$ cat src/rtl/ws2812_pkg.sv
// Shared types and default timing for the WS2812 frame scheduler slice.
package ws2812_pkg;

    typedef logic [23:0] grb_t;

    typedef enum logic [1:0] {
        CLEAR,
        IDLE,
        STREAM,
        LATCH
    } state_t;

    localparam int DEF_NUM_LEDS       = 8;
    localparam int DEF_ADDR_W         = 3;
    localparam int DEF_LATCH_CYCLES   = 9900;
    localparam int DEF_REFRESH_CYCLES = 3294000;

endpackage

$ cat src/rtl/ws2812_color_ram.sv
// Per-LED colour store: one write port, one registered read port with read enable.
module ws2812_color_ram
    import ws2812_pkg::*;
#(
    parameter int NUM_LEDS = DEF_NUM_LEDS,
    parameter int ADDR_W   = DEF_ADDR_W
) (
    input  logic              clk,
    input  logic              reset,
    input  logic              we,
    input  logic [ADDR_W-1:0] waddr,
    input  grb_t              wdata,
    input  logic              re,
    input  logic [ADDR_W-1:0] raddr,
    output grb_t              rdata
);

    localparam int IW = (NUM_LEDS > 1) ? $clog2(NUM_LEDS) : 1;

    grb_t mem [2**IW];

    always_ff @(posedge clk) begin
        if (we) begin
            mem[waddr[IW-1:0]] <= wdata;
        end
    end

    // Read data is held between enables so a stalled pixel stays stable.
    always_ff @(posedge clk) begin
        if (reset) begin
            rdata <= '0;
        end else if (re) begin
            rdata <= mem[raddr[IW-1:0]];
        end
    end

endmodule

$ cat src/rtl/ws2812_frame_scheduler.sv
// Holds the strip colour state, arbitrates host/status writes and streams
// frames to the bit serialiser followed by the latch gap.
module ws2812_frame_scheduler
    import ws2812_pkg::*;
#(
    parameter int NUM_LEDS       = DEF_NUM_LEDS,
    parameter int ADDR_W         = DEF_ADDR_W,
    parameter int LATCH_CYCLES   = DEF_LATCH_CYCLES,
    parameter int REFRESH_CYCLES = DEF_REFRESH_CYCLES
) (
    input  logic              clk,
    input  logic              reset,
    input  logic              host_we,
    input  logic [ADDR_W-1:0] host_addr,
    input  logic [23:0]       host_data,
    input  logic              stat_valid,
    output logic              stat_ready,
    input  logic [ADDR_W-1:0] stat_addr,
    input  logic [23:0]       stat_data,
    output logic              pix_valid,
    input  logic              pix_ready,
    output logic [23:0]       pix_data,
    output logic              frame_start,
    output logic              frame_done,
    output logic              busy
);

    localparam int RW = $clog2(REFRESH_CYCLES) + 1;
    localparam int LW = $clog2(LATCH_CYCLES) + 1;
    localparam logic [ADDR_W-1:0] LAST_IDX     = ADDR_W'(NUM_LEDS - 1);
    localparam logic [ADDR_W:0]   NUM_LEDS_W   = (ADDR_W + 1)'(NUM_LEDS);
    localparam logic [RW-1:0]     REFRESH_LAST = RW'(REFRESH_CYCLES - 1);
    localparam logic [LW-1:0]     LATCH_LAST   = LW'(LATCH_CYCLES - 1);

    state_t            state;
    logic [ADDR_W-1:0] idx;
    logic              dirty;
    logic [RW-1:0]     refresh_cnt;
    logic [LW-1:0]     latch_cnt;

    logic [ADDR_W-1:0] wr_addr;
    grb_t              wr_data;
    logic              wr_accept;
    logic              wr_hit;
    logic              ram_we;
    logic [ADDR_W-1:0] ram_waddr;
    grb_t              ram_wdata;
    logic              ram_re;

    always_comb begin
        stat_ready = stat_valid & ~host_we & (state != CLEAR);
        wr_accept  = (state != CLEAR) & (host_we | stat_valid);
        wr_addr    = host_we ? host_addr : stat_addr;
        wr_data    = host_we ? host_data : stat_data;
        wr_hit     = wr_accept & ({1'b0, wr_addr} < NUM_LEDS_W);
        ram_we     = (state == CLEAR) | wr_hit;
        ram_waddr  = (state == CLEAR) ? idx : wr_addr;
        ram_wdata  = (state == CLEAR) ? '0 : wr_data;
        ram_re     = (state == STREAM) & ~pix_valid;
    end

    assign busy = (state != IDLE);

    ws2812_color_ram #(
        .NUM_LEDS (NUM_LEDS),
        .ADDR_W   (ADDR_W)
    ) u_ram (
        .clk   (clk),
        .reset (reset),
        .we    (ram_we),
        .waddr (ram_waddr),
        .wdata (ram_wdata),
        .re    (ram_re),
        .raddr (idx),
        .rdata (pix_data)
    );

    always_ff @(posedge clk) begin
        if (reset) begin
            state       <= CLEAR;
            idx         <= '0;
            dirty       <= 1'b1;
            refresh_cnt <= '0;
            latch_cnt   <= '0;
            pix_valid   <= 1'b0;
            frame_start <= 1'b0;
            frame_done  <= 1'b0;
        end else begin
            frame_start <= 1'b0;
            frame_done  <= 1'b0;
            if (wr_hit) begin
                dirty <= 1'b1;
            end
            case (state)
                CLEAR: begin
                    if (idx == LAST_IDX) begin
                        idx   <= '0;
                        dirty <= 1'b1;
                        state <= IDLE;
                    end else begin
                        idx <= idx + 1'b1;
                    end
                end
                IDLE: begin
                    if (dirty || refresh_cnt == REFRESH_LAST) begin
                        frame_start <= 1'b1;
                        // A write landing on the start cycle keeps dirty set.
                        dirty       <= wr_hit;
                        idx         <= '0;
                        refresh_cnt <= '0;
                        state       <= STREAM;
                    end else begin
                        refresh_cnt <= refresh_cnt + 1'b1;
                    end
                end
                STREAM: begin
                    if (!pix_valid) begin
                        pix_valid <= 1'b1;
                    end else if (pix_ready) begin
                        pix_valid <= 1'b0;
                        if (idx == LAST_IDX) begin
                            latch_cnt <= '0;
                            state     <= LATCH;
                        end else begin
                            idx <= idx + 1'b1;
                        end
                    end
                end
                LATCH: begin
                    if (latch_cnt == LATCH_LAST) begin
                        frame_done <= 1'b1;
                        state      <= IDLE;
                    end else begin
                        latch_cnt <= latch_cnt + 1'b1;
                    end
                end
                default: state <= CLEAR;
            endcase
        end
    end

endmodule

$ cat config.mk
export PLATFORM = sky130hd
export DESIGN_NAME = ws2812_frame_scheduler
export DESIGN_NICKNAME = d
export VERILOG_FILES = /design/src/rtl/ws2812_pkg.sv /design/src/rtl/ws2812_color_ram.sv /design/src/rtl/ws2812_frame_scheduler.sv
export SDC_FILE = /design/constraint.sdc
export NUM_CORES = 1
export LEC_CHECK = 0
export CAP_MARGIN = 30
export CORE_ASPECT_RATIO = 0.8
export CORE_MARGIN = 3
export CORE_UTILIZATION = 50
export CTS_CLUSTER_SIZE = 14
export DETAILED_ROUTE_END_ITERATION = 7
export GPL_ROUTABILITY_DRIVEN = 1
export PLACE_DENSITY = 0.73
export SLEW_MARGIN = 20
export SYNTH_ARGS = -nofsm -noshare
export SYNTH_HDL_FRONTEND = slang
export SYNTH_HIERARCHICAL = 1
export SYNTH_SLANG_ARGS = --single-unit
$ cat constraint.sdc
create_clock -name clk -period 4.4 [get_ports clk]
set_input_delay 1.32 -clock clk [delete_from_list [all_inputs] [get_ports clk]]
set_output_delay 1.32 -clock clk [all_outputs]
set_load 0.02 [all_outputs]
# After elaboration in Yosys (flattened, before gate mapping)
# Memories as Yosys holds them, arrays and structs flattened. A register that Yosys moved wholly into a read port is not among the register bits.
# Index checks and enable logic that the tools add are counted.
[classes]
n_addsub = 3
n_eq_ne = 15
muxes = 33
bitwise = 10
reduce_logical = 10
[op_table]
columns = ["cell", "n"]
rows = [
  ["$mux 15", 4],
  ["$mux 24", 2],
  ["$pmux 15 s2", 1],
  ["$add 23x1->23 const B", 1],
  ["$eq 23x22->1 const B", 1],
  ["$mux 23", 1],
  ["$mux 3", 7],
  ["$add 15x1->15 const B", 1],
  ["$eq 15x14->1 const B", 1],
  ["$mux 2", 6],
  ["$ne 2x2->1 const B", 6],
  ["$reduce_and 5->1", 2],
  ["$mux 1", 9],
  ["$pmux 3 s3", 1],
  ["$pmux 2 s4", 1],
  ["$ne 2x1->1 const B", 3],
  ["$reduce_and 6->1", 1],
  ["$and 1x1->1", 4],
  ["$eq 2x2->1 const B", 2],
  ["$not 1->1", 4],
  ["$reduce_bool 2->1", 2],
  ["$reduce_or 2->1", 2],
  ["$add 3x1->3 const B", 1],
  ["$eq 3x3->1 const B", 1],
  ["6 further kinds", 7],
]
[totals]
regBits = 47
ramBits = 192
output_inout_bits = 29
word_cells = 80
n_memories = 1
[mem_list]
columns = ["memory", "depth", "width", "read_ports", "rd_clocked_by_memory_dff", "write_ports", "line_no", "text"]
rows = [
  ["u_ram.mem", 8, 24, 1, 1, 1, "ws2812_color_ram.sv:20", "grb_t mem [2**IW];"],
]

# Depth between registers and ports, before layout
[depth]
word_depth = 5
ltp_mapped = 8
depth_no_buf = 7

# Modules after synthesis
# The synthesis kept the hierarchy.
[by_module_without_submodules]
columns = ["mod", "instances", "cells_each", "area_each_um2"]
rows = [
  ["ws2812_color_ram", 1, 453, 8311.7],
  ["ws2812_frame_scheduler", 1, 338, 2765.2],
]

# Worst setup path after synthesis
# No wires, ideal clock.
[synth_path]
path_kind = "in2reg"
from = "in host_we"
to = "mem u_ram/mem[0][0] in the netlist's numbering (enable)"
t_arrival_ps = 3893
required_ps = 3965
path_slack_ps = 72
path_stages = 5
path_buffers = 1
cell_sequence = "clkbuf_1 -> mux2i_1 -> o21ai_0 -> nand2b_1 -> nor3_1"
[synth_via]
word_cells_on_any_way = 7
[synth_lines]
columns = ["element", "line_no", "text"]
rows = [
  ["start: declaration", "ws2812_frame_scheduler.sv:13", "input logic host_we,"],
  ["$mux 3", "ws2812_frame_scheduler.sv:53", "wr_addr = host_we ? host_addr : stat_addr;"],
  ["$mux 3", "ws2812_frame_scheduler.sv:57", "ram_waddr = (state == CLEAR) ? idx : wr_addr;"],
  ["via ram_waddr[2]", "ws2812_frame_scheduler.sv:46", "logic [ADDR_W-1:0] ram_waddr;"],
  ["end: declaration", "ws2812_color_ram.sv:20", ""],
]
# The timed path passes the listed nets, and every way through them passes these cells.

# Final worst setup path
[layout_path]
from = "in stat_valid"
to = "out stat_ready"
[layout_via]
elab_chain_cells = 2
[layout_rtl]
columns = ["element", "line_no", "text"]
rows = [
  ["start: declaration", "ws2812_frame_scheduler.sv:16", "input logic stat_valid,"],
  ["$and 1x1->1 (2 in a row)", "ws2812_frame_scheduler.sv:51", "stat_ready = stat_valid & ~host_we & (state != CLEAR);"],
  ["end: declaration", "ws2812_frame_scheduler.sv:17", "output logic stat_ready,"],
]
# Every way passes these cells.

==> results.md <==
- Worst Tran Pin Value: 0.811 ns
- Cell count after synthesis: 791
- HP Class: reg -> reg
- Worst Path Arrival: 2.60 ns
- FF-to-FF End: u_ram/mem[3][11]
- Nature of the critical path endpoint: output port
- TritonCTS clock tree: built
- Pwr Density: 592 nW/um^2
- CTS resizes: 0
- Buffers on Ports: 87
- Mean Syn Cell Area: 14.0 um^2
- Critical Path Max Stage Delay: 0.63 ns
- DRT Wirelength: 21,800 um
- Critical Path, Cell by Cell: clkdlybuf4s50_1 -> nor3b_1 -> clkdlybuf4s50_1
- CP required: 3.08 ns
- Layout area overhead: 18.2%
- Ys Warns: 6
- Max Transition Viols Final: 0
- F_max: 255 MHz
- Layout Utilization: 60.4%
- Xor and xnor fraction of the mapped netlist area: 2.21%
- Mux contribution to synthesized area: 12.3%
- Crit-path leading delay family: buffers and inverters
- CP Class: in -> out
- Distinct cell type count after synthesis: 51
- Initial antenna violation count: 0
- Total negative setup slack: 0 ns
- Setup Fix Bufs, Post-CTS: 0
- Final nets: 951
- Worst slew margin: 45.8%
- First-pass GRT wire length: 34,300 um
- Status: complete, no violations
- Clk root buf: clkbuf_16
- Final setup viols: 0
- Startpoint of the worst hold path: u_ram/rdata[7]
- Global route overflow: 0
- Compound-Gate Fraction of Synth Area: 7.48%
- # hold bufs at CTS: 0
- DRT iter0 DRCs: 498
- Num rows: 48
- P_leak: 0.00443 uW
- Die Area: 24,000 um^2
- Layout cell share with drive strength beyond 1: 16.1%
- Final critical-path required period: 3.92 ns
- Largest net degree at the start of global routing: 38
- Most common flop cell mapped by yosys: edfxtp_1
- TritonCTS buffer count: 26
- Drt wl/cell: 18.2 um
- Worst-Skew Late Latency: 0.53 ns
- R2R depth: 7
- WHS Path Cells: 2
- Placer Congestion: 0.817
- Clock buffer depth: 3
- Tot GR Track Use: 18.0%
- Final ANT Viol Nets: 0
- DR vias/cell: 5.51
- Buf/Inv on CP: 2
- CP most frequent cell: clkdlybuf4s50_1
- FFs w/ async S/R, synth: 0%
- CP Max Fanout: 2
- Synthesized cell area: 11,100 um^2
- Startpoint types: input port
- CTS sink cnt: 263
- Drt first pass iters: 5
- CTS H-Tree Depth: 1
- Post-Synth Simple-Gate Area: 9.33%
- Core Footprint: 21,700 um^2
- DR vias: 6,621
- Initial core utilization: 51.1%
- Hold EP: u_ram/rdata[7]
- Post-synth EDFFs: 192
- Crit Reg-Reg Startpoint: state[0]
- Post-synthesis sequential area ratio: 64.9%
- Register clock-pin slew on the reported worst setup and hold paths: 0.07 ns
- Final worst-path cycle share: 89.1%
- Slowest CP cell: clkdlybuf4s50_1
- Synthesized-area fraction occupied by adder cells: 1.02%
- Num ports: 88
- Remaining DRCs: 0
- Unrepaired setup endpoints after global routing: no
- Largest family of logic cells by synthesized area: multiplexers
- Final Hold Viols: 0
- Antenna diodes: 0
- HPWL after DPL: 13,300 um
- Number of global-route vias before repair: 6,396
- Die Wd: 172 um
- Number of fill cells: 1,702
- Syn Nets: 859
- Final Skew: 0.0136 ns
- R2r setup slk: 1.78 ns
- Maxcap violations: 0
- Seq cells post-synth: 263
- VDD IR max: 0.431 mV
- Die H: 139 um
synth_stat cells (all sizes together), types with 17 or more instances:
cell type	instances	area share (%)
edfxtp	192	52
o22ai	19	1.1
mux2i	79	7.1
mux2	51	5.2
dfxtp	71	13
nor2	97	3.3
a211oi	24	2.3
clkbuf	26	0.88
nand3	17	0.77
a221o	20	1.8
nand2	22	0.75
worst max-delay path by stage:
| stage | startpoint | to | cells after the start |
|---|---|---|---|
| floorplan | host_we | u_ram/mem[0][0] | 5 |
| global placement | stat_valid | stat_ready | 3 |
| detailed placement | stat_valid | stat_ready | 3 |
| CTS | stat_valid | stat_ready | 3 |
| global route | stat_valid | stat_ready | 3 |
| finish | stat_valid | stat_ready | 3 |
layout by cell type, fill, tap and decap left out, types with 6 or more instances in the layout:
cell type and n:
a221o_1 20, buf_4 17, a211oi_1 8, xnor2_1 15, inv_1 7, nor3_1 7
ha_1 9, nand2_1 22, nand2b_1 13, clkbuf_16 27, nand3_1 17, xor2_1 13
o22ai_1 19, mux2i_1 79, a21oi_1 12, nand4_1 14, clkdlybuf4s50_1 85, nor2_1 89
nor2_2 7, clkbuf_1 6, and4_1 6, dfxtp_1 70, a211oi_2 16, and3_1 6
clkinv_2 7, edfxtp_1 192, mux2_2 50, o21ai_0 9
registers in the layout, indices dropped and copies added (netlist names):
signal	count
u_ram/mem	192
u_ram/rdata	24
refresh_cnt	23
latch_cnt	15
idx	3
state	2
dirty	1
frame_done	1
frame_start	1
pix_valid	1
worst reg2reg max path: cells and delay by family (launching register included):
family	cells	cell delay, ns
buffers and inverters	3	0.74
AO/OA/AOI/OAI	1	0.56
flip-flops	1	0.39
AND/OR/NAND/NOR	2	0.35
adder cells (fa/ha/maj)	1	0.22
where the power goes:
group          leakage, uW  internal, uW  switching (uW)  total, uW
sequential         0.00240          3390             172       3560
clock             0.000431          1350             886       2230
combinational      0.00160           724            1230       1950
total              0.00443          5460            2290       7750
final cells by class:
cell class,count,area [um^2],share of cell area (%)
tap,300,375,2.87
clock inverter,11,133,1.01
timing repair buffer,105,1000,7.66
sequential,263,7190,54.9
inverter,8,30.0,0.229
clock buffer,36,739,5.65
multi-input combinational,479,3620,27.7
kinds of logic (layout without fill, tap and decap cells):
| kind of cell | Yosys count | after routing |
|---|---|---|
| xor gates and xnor gates | 28 | 28 |
| muxes | 130 | 130 |
| and+or+nand+nor | 211 | 211 |
| buffers and inverters | 49 | 160 |
| DFF | 263 | 263 |
| AOI/OAI and AO/OA | 101 | 101 |
| adders and majority gates | 9 | 9 |
layer usage:
| layer | vias to the layer above | routed length (um) | track usage [%] |
|---|---|---|---|
| met5 | - | 0 | 0 |
| met4 | 0 | 382 | 3.86 |
| met3 | 34 | 1050 | 2.68 |
| met2 | 169 | 10200 | 28.6 |
| met1 | 3226 | 10200 | 26.5 |
| li1 | 3192 | - | - |
per-stage QoR:
step / area (um^2) / total power (uW) / hold WS (ns) / instances / setup WS (ns)
6_report: 13100 / 7750 / 0.486 / 1202 / 0.478
5_1_grt: 13100 / 8070 / 0.511 / 1202 / 0.408
4_1_cts: 13100 / 7790 / 0.488 / 1202 / 0.479
3_5_place_dp: 12200 / 5560 / 0.480 / 1155 / 0.467
3_3_place_gp: 12200 / 5510 / 0.479 / 1154 / 0.498
2_1_floorplan: 11100 / 4980 / 0.474 / 791 / 0.0715
Note: power is estimated with default switching activity, not from simulation.
